File: config.mk
export PLATFORM = sky130hd
export DESIGN_NAME = pwm_capture
export DESIGN_NICKNAME = d
export VERILOG_FILES = /design/src/rtl/pwm_pkg.sv /design/src/rtl/pwm_edge_sync.sv /design/src/rtl/pwm_capture.sv
export SDC_FILE = /design/constraint.sdc
export NUM_CORES = 1
export LEC_CHECK = 0
export BUFFER_PORTS_ARGS = -buffer_cell sky130_fd_sc_hd__buf_2
export CAP_MARGIN = 20
export CORE_MARGIN = 3
export CORE_UTILIZATION = 24
export DETAILED_ROUTE_END_ITERATION = 10
export PLACE_DENSITY = 0.45
export SETUP_SLACK_MARGIN = 0.2
export SLEW_MARGIN = 20
export SYNTH_ARGS = -nofsm -noshare
export SYNTH_HDL_FRONTEND = slang
export SYNTH_SLANG_ARGS = --single-unit
File: constraint.sdc
create_clock -name clk -period 2.4 [get_ports clk]
set_input_delay 0 -clock clk [delete_from_list [all_inputs] [get_ports clk]]
set_output_delay 0 -clock clk [all_outputs]
set_load 0.01 [all_outputs]
File: src/rtl/pwm_pkg.sv
// Shared definitions for the PWM generator / capture pair: capture FSM state
// type, default counter width and the generator period used by loopback benches.
package pwm_pkg;

    typedef enum logic [1:0] {
        ST_IDLE = 2'd0,
        ST_HIGH = 2'd1,
        ST_LOW  = 2'd2
    } cap_state_e;

    localparam int PWM_CNT_W  = 16;
    localparam int PWM_PERIOD = 20;

endpackage

File: src/rtl/pwm_edge_sync.sv
// Input conditioning for pwm_capture: synchronizer, optional stability filter
// (compiled in with PWM_CAP_GLITCH_FILTER_EN), one-clock delayed level and
// rise/fall detection. `level` is the delayed accepted level, so it moves on
// the same clock as the measurement strobe.
module pwm_edge_sync #(
    parameter int SYNC_STAGES = 2,
    parameter int FILT_LEN    = 3
) (
    input  logic clk,
    input  logic rst,
    input  logic pwm_in,
    output logic level,
    output logic rise,
    output logic fall
);

    logic [SYNC_STAGES-1:0] sync_r;
    logic                   s_s;
    logic                   s_d_r;

    // Shift the asynchronous input through the synchronizer chain.
    always_ff @(posedge clk or negedge rst) begin
        if (!rst) begin
            sync_r <= {SYNC_STAGES{1'b0}};
        end else begin
            sync_r <= {sync_r[SYNC_STAGES-2:0], pwm_in};
        end
    end

`ifdef PWM_CAP_GLITCH_FILTER_EN
    localparam logic [3:0] RUN_LAST = 4'(FILT_LEN - 1);

    logic       filt_r;
    logic [3:0] run_r;
    logic       accept_s;

    // A new level is accepted on its FILT_LEN-th consecutive sample; the
    // accepting sample passes straight through so the added delay is FILT_LEN-1.
    always_comb begin
        accept_s = (sync_r[SYNC_STAGES-1] != filt_r) && (run_r == RUN_LAST);
        if (accept_s) begin
            s_s = sync_r[SYNC_STAGES-1];
        end else begin
            s_s = filt_r;
        end
    end

    // Count consecutive samples that disagree with the accepted level.
    always_ff @(posedge clk or negedge rst) begin
        if (!rst) begin
            filt_r <= 1'b0;
            run_r  <= 4'd0;
        end else if (sync_r[SYNC_STAGES-1] == filt_r) begin
            run_r  <= 4'd0;
        end else if (accept_s) begin
            filt_r <= sync_r[SYNC_STAGES-1];
            run_r  <= 4'd0;
        end else begin
            run_r  <= run_r + 4'd1;
        end
    end
`else
    assign s_s = sync_r[SYNC_STAGES-1];
`endif

    // One-clock delayed copy of the accepted level for edge detection.
    always_ff @(posedge clk or negedge rst) begin
        if (!rst) begin
            s_d_r <= 1'b0;
        end else begin
            s_d_r <= s_s;
        end
    end

    assign level = s_d_r;
    assign rise  = s_s & ~s_d_r;
    assign fall  = ~s_s & s_d_r;

endmodule

File: src/rtl/pwm_capture.sv
// PWM capture: measures high time and period of each complete cycle of an
// asynchronous PWM input and publishes them with a one-cycle strobe.
// Optional glitch filter: define PWM_CAP_GLITCH_FILTER_EN.
module pwm_capture
    import pwm_pkg::*;
#(
    parameter int CNT_W       = PWM_CNT_W,
    parameter int SYNC_STAGES = 2,
    parameter int FILT_LEN    = 3
) (
    input  logic             clk,
    input  logic             rst,
    input  logic             pwm_in,
    output logic [CNT_W-1:0] ton_out,
    output logic [CNT_W-1:0] period_out,
    output logic             meas_valid,
    output logic             stuck,
    output logic             level
);

    if (SYNC_STAGES < 2) begin : g_bad_sync
        $error("pwm_capture: SYNC_STAGES must be at least 2");
    end
    if ((FILT_LEN < 2) || (FILT_LEN > 15)) begin : g_bad_filt
        $error("pwm_capture: FILT_LEN must be within 2..15");
    end

    localparam logic [CNT_W-1:0] CNT_MAX  = {CNT_W{1'b1}};
    localparam logic [CNT_W-1:0] CNT_ZERO = {CNT_W{1'b0}};
    localparam logic [CNT_W-1:0] CNT_ONE  = {{(CNT_W-1){1'b0}}, 1'b1};

    cap_state_e       state_r, state_nx;
    logic [CNT_W-1:0] cnt_r, cnt_nx;
    logic [CNT_W-1:0] ton_cap_r, ton_cap_nx;
    logic [CNT_W-1:0] ton_nx, period_nx;
    logic             valid_nx, stuck_nx;
    logic             rise_s, fall_s;

    pwm_edge_sync #(
        .SYNC_STAGES (SYNC_STAGES),
        .FILT_LEN    (FILT_LEN)
    ) u_edge_sync (
        .clk    (clk),
        .rst    (rst),
        .pwm_in (pwm_in),
        .level  (level),
        .rise   (rise_s),
        .fall   (fall_s)
    );

    // Next-state, counter and publish logic. A fall arriving exactly at the
    // counter ceiling is treated as a timeout: the period could not be
    // represented without wrapping.
    always_comb begin
        state_nx   = state_r;
        cnt_nx     = cnt_r;
        ton_cap_nx = ton_cap_r;
        ton_nx     = ton_out;
        period_nx  = period_out;
        valid_nx   = 1'b0;
        stuck_nx   = stuck;
        case (state_r)
            ST_IDLE: begin
                if (rise_s) begin
                    state_nx = ST_HIGH;
                    cnt_nx   = CNT_ONE;
                end else begin
                    cnt_nx   = CNT_ZERO;
                end
            end
            ST_HIGH: begin
                if (cnt_r == CNT_MAX) begin
                    state_nx = ST_IDLE;
                    stuck_nx = 1'b1;
                end else if (fall_s) begin
                    state_nx   = ST_LOW;
                    ton_cap_nx = cnt_r;
                    cnt_nx     = cnt_r + CNT_ONE;
                end else begin
                    cnt_nx     = cnt_r + CNT_ONE;
                end
            end
            ST_LOW: begin
                if (rise_s) begin
                    state_nx  = ST_HIGH;
                    period_nx = cnt_r;
                    ton_nx    = ton_cap_r;
                    valid_nx  = 1'b1;
                    stuck_nx  = 1'b0;
                    cnt_nx    = CNT_ONE;
                end else if (cnt_r == CNT_MAX) begin
                    state_nx = ST_IDLE;
                    stuck_nx = 1'b1;
                end else begin
                    cnt_nx   = cnt_r + CNT_ONE;
                end
            end
            default: begin
                state_nx = ST_IDLE;
                cnt_nx   = CNT_ZERO;
            end
        endcase
    end

    // State, counters and registered outputs.
    always_ff @(posedge clk or negedge rst) begin
        if (!rst) begin
            state_r    <= ST_IDLE;
            cnt_r      <= CNT_ZERO;
            ton_cap_r  <= CNT_ZERO;
            ton_out    <= CNT_ZERO;
            period_out <= CNT_ZERO;
            meas_valid <= 1'b0;
            stuck      <= 1'b0;
        end else begin
            state_r    <= state_nx;
            cnt_r      <= cnt_nx;
            ton_cap_r  <= ton_cap_nx;
            ton_out    <= ton_nx;
            period_out <= period_nx;
            meas_valid <= valid_nx;
            stuck      <= stuck_nx;
        end
    end

endmodule

==> results.md, run 1 <==
* Status: finished, final reports clean
* Number of vias per cell after detailed routing at 4.19
* Clock root buffer: sky130_fd_sc_hd__clkbuf_16
* Transition time at the pin with the least slew margin at 0.568 ns
* PD cells at ~850 mW/mm^2
* Path class of the lowest-slack min-delay path: input pin to async pin
* Crit-path max cell delay at ~0.7 ns
* Syn_nets at approximately 270
* Initial antenna violation count at 0
* Number of I/O port buffers at 37
* Final-layout worst hold slack at between 0.15 and 0.2 ns
* Met1 Track Usage GR at 13.5%
* Area of all placed cells without fillers at approximately 0.0038 mm^2
* Reg2reg path depth at 6
* Largest buffer count on any clock path at 2
* Count of mapped cells out of synthesis at roughly 260
* HPWL reported at the end of detailed placement at 4.64 mm
* Total placed instance area at about 0.0035 mm^2
* Clk sink count at 71
* TritonCTS clock tree: done
* Ys async rst share at 100%
* Die boundary width at 118 um
* Final Max Slew Viols at 0
* Setup repair after global routing missed its margin: no
* DRT Wirelength at between 6 and 7 mm
* DR iter-0 viols at 135
* Total of warnings raised by yosys at 0
* Pre-CTS setup slack at 0.0308 ns
* Number of buffers added by the clock tree synthesis step at 9
* Post-synth top cells: 71 x sky130_fd_sc_hd__dfrtp_1, 59 x sky130_fd_sc_hd__nand2_1, 20 x sky130_fd_sc_hd__mux2_2
* Overflow after GRT at 0
* Worst-Skew Late Latency at 0.34 ns
* VDD IR-drop max at 0.410 mV
* Yosys cell types at 39
* Fraction of the yosys area taken by sequential cells at between 50% and 60%
* Antenna Diode Count at 0
* Post-route clock skew at approximately 0.0065 ns
* Count of flip-flops with a built-in enable after synthesis at 0
* Final period util at between 80% and 90%
* CP Capture Type: flip-flop
* Arrival time at the worst endpoint at roughly 2.2 ns
* Number of nets still failing antenna checks after routing at 0
* Final RePlAce weighted congestion at around 0.7
* Remaining design rule violation count at 0
* Overall global routing resource usage at 10.6%
* LEAKAGE at 0.00197 uW
* Final core utilization at approximately a third
* Starting Density at around a quarter
* Layout cells sized above 1 at approximately 34%
* First-pass GRT wire length at ~12 mm
* Most frequent CP cell: sky130_fd_sc_hd__nor2_1
* Layout area overhead at 28.6%
* Most Used Layer, Global Route: met2
* Clock-pin slew on the worst setup and hold paths at around 0.06 ns
* Most used flip-flop cell after synthesis: sky130_fd_sc_hd__dfrtp_1
* Final hold violation count at 0
* Netlist area before placement at 0.00299 mm^2
* Required time at the endpoint of the critical path at 2.62 ns
* Global Route met3 Usage at 3.56%
* TNS Setup at 0 ns
* Top cells by area, synth: sky130_fd_sc_hd__dfrtp_1 59%, sky130_fd_sc_hd__mux2_2 7.5%, sky130_fd_sc_hd__nand2_1 7.4%, sky130_fd_sc_hd__mux2_4 4.5%, sky130_fd_sc_hd__ha_1 2.1%
* Number of rows created at floorplan at 40
* Synthesis-stage register bit count at slightly above 70
* Crit-path slowest cell: sky130_fd_sc_hd__or4_2
* Met2 capacity usage during global routing at approximately 17%
* Synthesized area divided by synthesized cell count at around 12 um^2
* Number of vias after detailed routing at 2076
* Routed wirelength normalized by instance count at 13.4 um
* Worst-path fanout max at 8
* Register-to-register path setup slack at 0.38 ns
* Critical path startpoint category: flip-flop
* Setup violations, final at 0
* Via count of the first global-routing pass at approximately 2200
* Area of the die at about 0.014 mm^2
* Crit-path cells: nand4_2 > buf_4 > or4_2 > nor2_1 > mux2i_1 > nor2_1
* Largest net degree at the start of global routing at 26
* Pre-antenna DRT Iters at 4
* Max-Cap Viols at 0
* Achievable Freq at approximately 500 MHz
* Number of levels in the clock H-tree at 3
* Number of nets in the layout at approximately 330
* Worst Setup Slack, final at 0.379 ns
* Max-slew headroom at about 62%
* Top-area cell type share of the netlist area at just under 60%
* Vertical die dimension at about 120 um
* Shortest period the worst path allows at roughly 2.0 ns
* Most frequent cell after synthesis: sky130_fd_sc_hd__dfrtp_1
* Cell type with the highest aggregate area in the netlist: sky130_fd_sc_hd__dfrtp_1
* I/O Pins at 38
* Kind of critical path: flip-flop to flip-flop
* Core region area at ~0.012 mm^2
[power breakdown]
group	total (uW)	internal [uW]	leakage [uW]	switching, uW
registers	1340	1290	0.000976	51.9
clock network	1320	827	0.000146	488
logic	607	249	0.000848	358
total	3260	2360	0.00197	897
[final cells by class]
cell class / count / area, um^2
Fill cell: 1311 / 8270
Timing Repair Buffer: 64 / 393
Clock inverter: 4 / 45.0
Sequential cell: 71 / 1780
Inverter: 7 / 26.3
Clock buffer: 12 / 246
Multi-Input combinational cell: 170 / 1150
Tap cell: 168 / 210
[layout by cell type (no fill, tap or decap), types with 6 or more instances in the layout]
cell | netlist | layout
sky130_fd_sc_hd__o21ai_0 | 7 | 7
sky130_fd_sc_hd__dfrtp_1 | 71 | 71
sky130_fd_sc_hd__buf_4 | 0 | 25
sky130_fd_sc_hd__a21oi_1 | 6 | 6
sky130_fd_sc_hd__nor2_1 | 15 | 15
sky130_fd_sc_hd__mux2_2 | 20 | 20
sky130_fd_sc_hd__nand2_1 | 59 | 59
sky130_fd_sc_hd__mux2_4 | 9 | 9
sky130_fd_sc_hd__clkbuf_16 | 0 | 9
sky130_fd_sc_hd__inv_1 | 6 | 6
sky130_fd_sc_hd__buf_2 | 1 | 37
[critical path: cells and delay by family (launching register included)]
kind | cells | cell delay, ns
buffers and inverters | 1 | 0.20
DFF | 1 | 0.43
and+or+nand+nor | 4 | 1.07
muxes | 1 | 0.21
[through the flow]
| stage | power, uW | std cells |
|---|---|---|
| 5_1_grt | 3470 | 496 |
| 6_report | 3260 | 496 |
| 3_3_place_gp | 1950 | 475 |
| 2_1_floorplan | 1740 | 257 |
| 3_5_place_dp | 1970 | 475 |
| 4_1_cts | 3330 | 496 |
[sequential cells by signal (all words and copies together) (netlist names)]
name                cells
cnt_r                  16
period_out             16
state_r                 2
u_edge_sync.level       1
ton_cap_r              16
u_edge_sync.sync_r      2
ton_out                16
stuck                   1
meas_valid              1
[path summary, 6_finish.rpt]
kind / startpoint / endpoint
setup / recovery: cnt_r[7]$_DFF_PN0_ / cnt_r[15]$_DFF_PN0_
hold / removal: rst / cnt_r[9]$_DFF_PN0_
setup reg to reg: cnt_r[7]$_DFF_PN0_ / cnt_r[15]$_DFF_PN0_
hold reg to reg: u_edge_sync.sync_r[0]$_DFF_PN0_ / u_edge_sync.sync_r[1]$_DFF_PN0_
max in group asynchronous: rst / period_out[0]$_DFFE_PN0P_
min in group clk: pwm_in / u_edge_sync.sync_r[0]$_DFF_PN0_
[kinds of logic after synthesis]
family | synth area share (%)
simple gates | 16.3
flops | 59.4
mux | 13.1
compound gates | 4.14
buf+inv | 2.34
xor+xnor | 2.64
fa+ha+maj | 2.09
[metal layers]
| layer | vias to the layer above | share of wire, % | routed length [um] |
|---|---|---|---|
| met5 | - | 0 | 0 |
| met4 | 0 | 2.0 | 130 |
| met3 | 12 | 3.7 | 249 |
| met2 | 36 | 48 | 3180 |
| met1 | 1020 | 46 | 3090 |
| li1 | 1008 | - | - |
[timing repair]
item / in CTS / in global routing
endpoints found under the setup margin: 17 / 4
buffers inserted: 3 / 0
hold endpoints to repair: 24 / 0
resized for setup: 0 / 1
pin swaps: 1 / 0
hold buffers: 2 / 0
No activity file was read; power rests on OpenSTA's default activity.
==> inputs of run 2 (changes only) <==
==> constraint.sdc (replaced) <==
create_clock -name clk -period 1.9 [get_ports clk]
set_input_delay 0 -clock clk [delete_from_list [all_inputs] [get_ports clk]]
set_output_delay 0 -clock clk [all_outputs]
set_load 0.01 [all_outputs]
==> run 2 against run 1 <==
  * The flow now finishes with violations (setup timing)
  * Non-clock buffer count is 15 higher
  * Count of clock-buffer cells in the layout down 3
  * Worst hold slack worse by 0.10 ns
  * Maximum frequency increased by 5.8%
  * Largest power group unchanged
  * First-iteration DRC count fell by 47%
  * Cell count increased by 3.0%
  * Worst setup slack got worse by 0.39 ns
  * Power is 32% higher
  * Register-to-register slack lost 0.39 ns
  * Sequential share of layout area down 3.8 points
  * Global-route usage shrank 0.38 points
==> results.md, run 2 (synthesis results as in run 1) <==
* DRT Wirelength at about 6.9 mm
* Setup violations, final at 9
* LEAKAGE at 0.00207 uW
* Clock-pin slew on the worst setup and hold paths at around 0.06 ns
* Number of nets in the layout at ~350
* Worst-path fanout max at 8
* Initial antenna violation count at 0
* Starting Density at between 20% and 30%
* Path class of the lowest-slack min-delay path: input pin to async pin
* Final core utilization at between 30% and 40%
* Number of nets still failing antenna checks after routing at 0
* Final period util at 101%
* Total placed instance area at roughly 0.0036 mm^2
* Arrival time at the worst endpoint at 2.12 ns
* First-pass GRT wire length at around 12 mm
* Area of all placed cells without fillers at 0.00419 mm^2
* Required time at the endpoint of the critical path at 2.11 ns
* Most used cells in the layout excluding fill and tap cells: 69 x sky130_fd_sc_hd__dfrtp_1, 56 x sky130_fd_sc_hd__nand2_1, 37 x sky130_fd_sc_hd__buf_2
* Final hold violation count at 0
* Pre-antenna DRT Iters at 4
* Combined area of the multi-input logic cells at 0.00129 mm^2
* Via count of the first global-routing pass at 2252
* Core region area at around 0.012 mm^2
* Layout cells sized above 1 at 42.9%
* Vertical die dimension at ~120 um
* HPWL reported at the end of detailed placement at approximately 4.6 mm
* Area taken by flip-flops and latches at 0.00178 mm^2
* Worst Setup Slack, final at -0.0110 ns
* Final Max Slew Viols at 0
* Layout area overhead at 40.1%
* Max-Cap Viols at 0
* Overall global routing resource usage at 10.3%
* DR iter-0 viols at around 70
* Achievable Freq at approximately 520 MHz
* Number of buffers added by the clock tree synthesis step at 9
* TritonCTS clock tree: done
* Routed wirelength normalized by instance count at approximately 14 um
* Number of inserted filler cells in the final layout at 1248
* Number of vias after detailed routing at between 2000 and 2500
* Critical path startpoint category: flip-flop
* Violations in the final reports: setup timing
* Largest net degree at the start of global routing at just over 60
* Shortest period the worst path allows at approximately 1.9 ns
* Number of vias per cell after detailed routing at about 4.2
* Total Power at 4300 uW
* Setup repair after global routing missed its margin: yes
* Most common cell after layout, fill and taps aside: sky130_fd_sc_hd__dfrtp_1
* Clk sink count at between 70 and 80
* Number of rows created at floorplan at 40
* Number of levels in the clock H-tree at 3
* Status: finished, violations left
* Clock root buffer: sky130_fd_sc_hd__clkbuf_16
* CP Capture Type: flip-flop
* VDD IR-drop max at 0.462 mV
* Antenna Diode Count at 0
* I/O Pins at 38
* Area of the die at about 0.014 mm^2
* Number of I/O port buffers at 37
* Final RePlAce weighted congestion at around 0.77
* Remaining design rule violation count at 0
* Transition time at the pin with the least slew margin at roughly 0.33 ns
* Max-slew headroom at 77.9%
* Kind of critical path: flip-flop to flip-flop
* Worst-Skew Late Latency at roughly 0.33 ns
* Post-route clock skew at ~0.0066 ns
* Largest buffer count on any clock path at 2
* Die boundary width at around 120 um
* Overflow after GRT at 0
* PD cells at ~1000 mW/mm^2
[run 2: cell types whose count changed in the layout (fill, tap and decap cells not counted), sizes merged]
cell      previous run  this run
clkinv               4         3
clkbuf              12        10
buf                 62        76
clkinvlp             0         4
[run 2: final timing paths]
check / start / endpoint / slack (ns) / cells after the start
max in group asynchronous: rst / cnt_r[4]$_DFF_PN0_ / 1.18 / 3
min in group clk: pwm_in / u_edge_sync.sync_r[0]$_DFF_PN0_ / 0.32 / 2
setup / recovery: cnt_r[0]$_DFF_PN0_ / ton_cap_r[12]$_DFFE_PN0P_ / -0.01 / 9
setup reg to reg: cnt_r[0]$_DFF_PN0_ / ton_cap_r[12]$_DFFE_PN0P_ / -0.01 / 9
hold / removal: rst / stuck$_DFFE_PN0P_ / 0.1 / 2
hold reg to reg: u_edge_sync.sync_r[0]$_DFF_PN0_ / u_edge_sync.sync_r[1]$_DFF_PN0_ / 0.35 / 0
[run 2: cell type report]
class,count,area share [%]
Tap cell,168,5.02
Clock inverter,7,1.76
Multi-Input combinational cell,170,30.7
Sequential cell,71,42.5
Clock buffer,9,5.38
Inverter,7,0.627
Timing Repair Buffer,79,14.0
[run 2: critical path, stage by stage, from the launching register on]
cell and delay, ns:
sky130_fd_sc_hd__dfrtp_2 0.39, sky130_fd_sc_hd__ha_4 0.16, sky130_fd_sc_hd__nand3_4 0.06, sky130_fd_sc_hd__buf_6 0.13, sky130_fd_sc_hd__nor4_4 0.23, sky130_fd_sc_hd__buf_4 0.18, sky130_fd_sc_hd__nor3b_4 0.05, sky130_fd_sc_hd__buf_6 0.13
sky130_fd_sc_hd__clkbuf_16 0.17, sky130_fd_sc_hd__mux2_4 0.29
[run 2: routing by layer]
layer | up-vias | track usage (%) | share of wire, %
met5 | - | 0 | 0
met4 | 0 | 3.52 | 1.4
met3 | 9 | 2.69 | 3.5
met2 | 34 | 16.6 | 45
met1 | 1057 | 13.3 | 50
li1 | 1040 | - | -
[run 2: per-stage QoR]
stage                     worst slack [ns]  setup TNS [ns]  std cells  hold slack (ns)
after detailed placement            0.0273               0        481          -0.0837
after global routing                -0.103           -1.34        511            0.118
after floorplan                     0.0484               0        257           -0.296
after CTS                           0.0650               0        500            0.109
after global placement               0.117               0        481          -0.0862
final                              -0.0110         -0.0496        511           0.0989
[run 2: what timing repair did]
action | in CTS | in global routing
hold endpoints to repair | 72 | 0
resized for setup | 2 | 27
endpoints found under the setup margin | 23 | 32
pin swaps | 4 | 15
cloned | 0 | 1
buffers inserted | 1 | 10
hold buffers | 2 | 0
[run 2: power by group]
group / switching [uW] / total [uW] / leakage, uW / internal (uW)
logic: 510 / 919 / 0.000968 / 409
clock network: 650 / 1660 / 0.000134 / 1010
registers: 81.5 / 1710 / 0.000973 / 1630
total: 1240 / 4300 / 0.00207 / 3050
==> inputs of run 3 (changes only) <==
--- a/config.mk
+++ b/config.mk
@@ -15,4 +15,5 @@
 export SLEW_MARGIN = 20
 export SYNTH_ARGS = -nofsm -noshare
 export SYNTH_HDL_FRONTEND = slang
+export SYNTH_HIERARCHICAL = 1
 export SYNTH_SLANG_ARGS = --single-unit
==> run 3 against run 2 <==
  * The flow now finishes without violations
  * Worst hold slack gained 0.11 ns
  * Clock power grew 6%
  * Die area up 3.8%
  * Clock skew increased by 0.0012 ns
  * Combinational power fell by 1%
  * Cell count decreased by 5.1%
  * Largest cell class unchanged
  * Utilization fell by 0.38 points
  * Sequential power about the same
  * Cell area up 0.54%
  * Largest power group is now clock
==> results.md, run 3 <==
* I/O Pins at 38
* Number of vias per cell after detailed routing at about 4.3
* Final RePlAce weighted congestion at between 0.7 and 0.8
* Synthesis-stage register bit count at between 70 and 80
* Kind of critical path: flip-flop to flip-flop
* HPWL reported at the end of detailed placement at about 4.7 mm
* Number of rows created at floorplan at 40
* Antenna Diode Count at 0
* Launch point of the worst reg-to-reg path: cnt_r[0]$_DFF_PN0_
* Final hold violation count at 0
* Top cells by area, synth: sky130_fd_sc_hd__dfrtp_1 57%, sky130_fd_sc_hd__mux2_2 13%, sky130_fd_sc_hd__mux2_4 4.3%, sky130_fd_sc_hd__ha_1 2.0%, sky130_fd_sc_hd__nand2_1 1.8%
* Starting Density at between 20% and 30%
* Setup repair after global routing missed its margin: yes
* Layout cells sized above 1 at between 40 and 50%
* VDD IR-drop max at 0.452 mV
* Total Power at 4360 uW
* Die boundary width at around 120 um
* Syn_nets at 239
* Top-area cell type share of the netlist area at 57.2%
* Vertical die dimension at between 100 and 150 um
* TNS Setup at 0 ns
* Number of buffers added by the clock tree synthesis step at 9
* Number of inserted filler cells in the final layout at 1278
* Ys async rst share at between 90% and 100%
* Total of warnings raised by yosys at 6
* Most common cell after layout, fill and taps aside: sky130_fd_sc_hd__dfrtp_1
* Max-Cap Viols at 0
* Count of flip-flops with a built-in enable after synthesis at 0
* CP Capture Type: flip-flop
* Area taken by flip-flops and latches at between 0.0015 and 0.002 mm^2
* Crit-path max cell delay at 0.56 ns
* Count of mapped cells out of synthesis at ~230
* Most used cells in the layout excluding fill and tap cells: 70 x sky130_fd_sc_hd__dfrtp_1, 37 x sky130_fd_sc_hd__mux2_2, 37 x sky130_fd_sc_hd__buf_2
* Core region area at between 0.01 and 0.015 mm^2
* Shortest period the worst path allows at around 1.7 ns
* DR iter-0 viols at slightly above 80
* DRT Wirelength at approximately 6.9 mm
* Cell type with the highest aggregate area in the netlist: sky130_fd_sc_hd__dfrtp_1
* Largest buffer count on any clock path at 2
* Crit-path slowest cell: sky130_fd_sc_hd__or4_4
* Area of the die at about 0.014 mm^2
* Final Max Slew Viols at 0
* Family with the most delay on the worst path: simple AND/OR/NAND/NOR gates
* Endpoint of the lowest-slack register-to-register path: state_r[1]$_DFFE_PN0P_
* PD cells at 1030 mW/mm^2
* Number of nets still failing antenna checks after routing at 0
* Synthesized area divided by synthesized cell count at around 13 um^2
* Critical path origin: cnt_r[0]$_DFF_PN0_
* Critical path startpoint category: flip-flop
* Routed wirelength normalized by instance count at approximately 14 um
* Netlist area before placement at around 0.0031 mm^2
* Register-to-register path setup slack at around 0.16 ns
* Required time at the endpoint of the critical path at 2.13 ns
* Buf/Inv on CP at 0
* Yosys cell types at 38
* Clk sink count at about 70
* Achievable Freq at 576 MHz
* Pre-antenna DRT Iters at 4
* Worst-path fanout max at 4
* Worst-Skew Late Latency at roughly 0.33 ns
* Largest net degree at the start of global routing at between 70 and 80
* Path class of the lowest-slack min-delay path: input pin to async pin
* Area of all placed cells without fillers at ~0.0042 mm^2
* Final period util at between 90 and 100%
* Number of nets in the layout at 320
* Max-slew headroom at a little over 70%
* Status: finished, final reports clean
* Number of vias after detailed routing at ~2100
* Number of levels in the clock H-tree at 3
* First-pass GRT wire length at around 12 mm
* Fraction of the yosys area taken by sequential cells at 57.2%
* Clock-pin slew on the worst setup and hold paths at about 0.060 ns
* Remaining design rule violation count at 0
* Total placed instance area at about 0.0037 mm^2
* Post-synth top cells: 71 x sky130_fd_sc_hd__dfrtp_1, 37 x sky130_fd_sc_hd__mux2_2, 15 x sky130_fd_sc_hd__nand2_1
* Transition time at the pin with the least slew margin at between 0.4 and 0.5 ns
* Initial antenna violation count at 0
* Most frequent cell after synthesis: sky130_fd_sc_hd__dfrtp_1
* Reg2reg path depth at 5
* Layout area overhead at 35.5%
* TritonCTS clock tree: done
* Setup violations, final at 0
* Post-route clock skew at slightly below 0.008 ns
* Overflow after GRT at 0
* Most used flip-flop cell after synthesis: sky130_fd_sc_hd__dfrtp_1
* Via count of the first global-routing pass at between 2000 and 2500
* Crit-path cells: ha_4 > nand2_2 > or4_4 > o31ai_4 > a2bb2o_4
* Final-layout worst hold slack at about 0.21 ns
* Number of I/O port buffers at 37
* Overall global routing resource usage at about a tenth
* LEAKAGE at about 0.0021 uW
* Combined area of the multi-input logic cells at 0.00133 mm^2
* Final core utilization at around a third
* Arrival time at the worst endpoint at between 1.5 and 2 ns
* Clock root buffer: sky130_fd_sc_hd__clkbuf_16
[run 3: metal layers]
layer / part of all wire, % / up-vias / GRT usage [%] / wire length, um
met5: 0 / - / 0 / 0
met4: 1.7 / 0 / 4.29 / 119
met3: 4.0 / 10 / 3.35 / 274
met2: 44 / 35 / 14.7 / 3050
met1: 50 / 1027 / 14.5 / 3450
li1: - / 1001 / - / -
[run 3: layout make-up]
| class | instances | area share, % |
|---|---|---|
| Clock inverter | 4 | 1.66 |
| Timing Repair Buffer | 78 | 13.4 |
| Sequential cell | 71 | 42.2 |
| Clock buffer | 12 | 5.61 |
| Tap cell | 168 | 4.99 |
| Inverter | 5 | 0.446 |
| Multi-Input combinational cell | 147 | 31.6 |
[run 3: cells by family after synthesis]
family                     after synthesis  share of synthesized area (%)
AOI/OAI and AO/OA                       32                           8.09
muxes                                   49                           18.7
adders and majority gates                5                           2.01
and+or+nand+nor                         61                           11.7
DFF                                     71                           57.2
buffers and inverters                   13                           2.33
[run 3: where the power goes]
| part | internal (uW) | switching (uW) | total [uW] |
|---|---|---|---|
| Sequential | 1620 | 72.8 | 1690 |
| Combinational | 443 | 467 | 910 |
| Clock | 1150 | 612 | 1760 |
| Total | 3210 | 1150 | 4360 |
[run 3: how the worst max path moves through the flow]
stage | endpoint | slack, ns | cells past startpoint
finish | state_r[1]$_DFFE_PN0P_ | 0.16 | 5
detailed placement | state_r[1]$_DFFE_PN0P_ | 0.14 | 5
global route | ton_cap_r[14]$_DFFE_PN0P_ | 0.1 | 7
global placement | cnt_r[14]$_DFF_PN0_ | 0.15 | 6
CTS | cnt_r[14]$_DFF_PN0_ | 0.16 | 6
floorplan | state_r[1]$_DFFE_PN0P_ | 0.12 | 5
[run 3: what timing repair did]
item                                    4_1_cts  5_1_grt
hold buffers                                  2        0
pin swaps                                     0        7
hold endpoints to repair                     72        0
endpoints found under the setup margin       28       64
resized for setup                             7       21
cloned                                        0        0
setup buffers                                 2        3
[run 3: tightest hold or removal path, delay by kind of cell]
family / cells / cell delay [ns]
buf+inv: 3 / 0.94
[run 3: through the flow]
step,setup slack [ns],cells
2_1_floorplan,0.120,231
4_1_cts,0.160,482
3_3_place_gp,0.148,462
5_1_grt,0.0979,485
3_5_place_dp,0.137,462
6_report,0.163,485
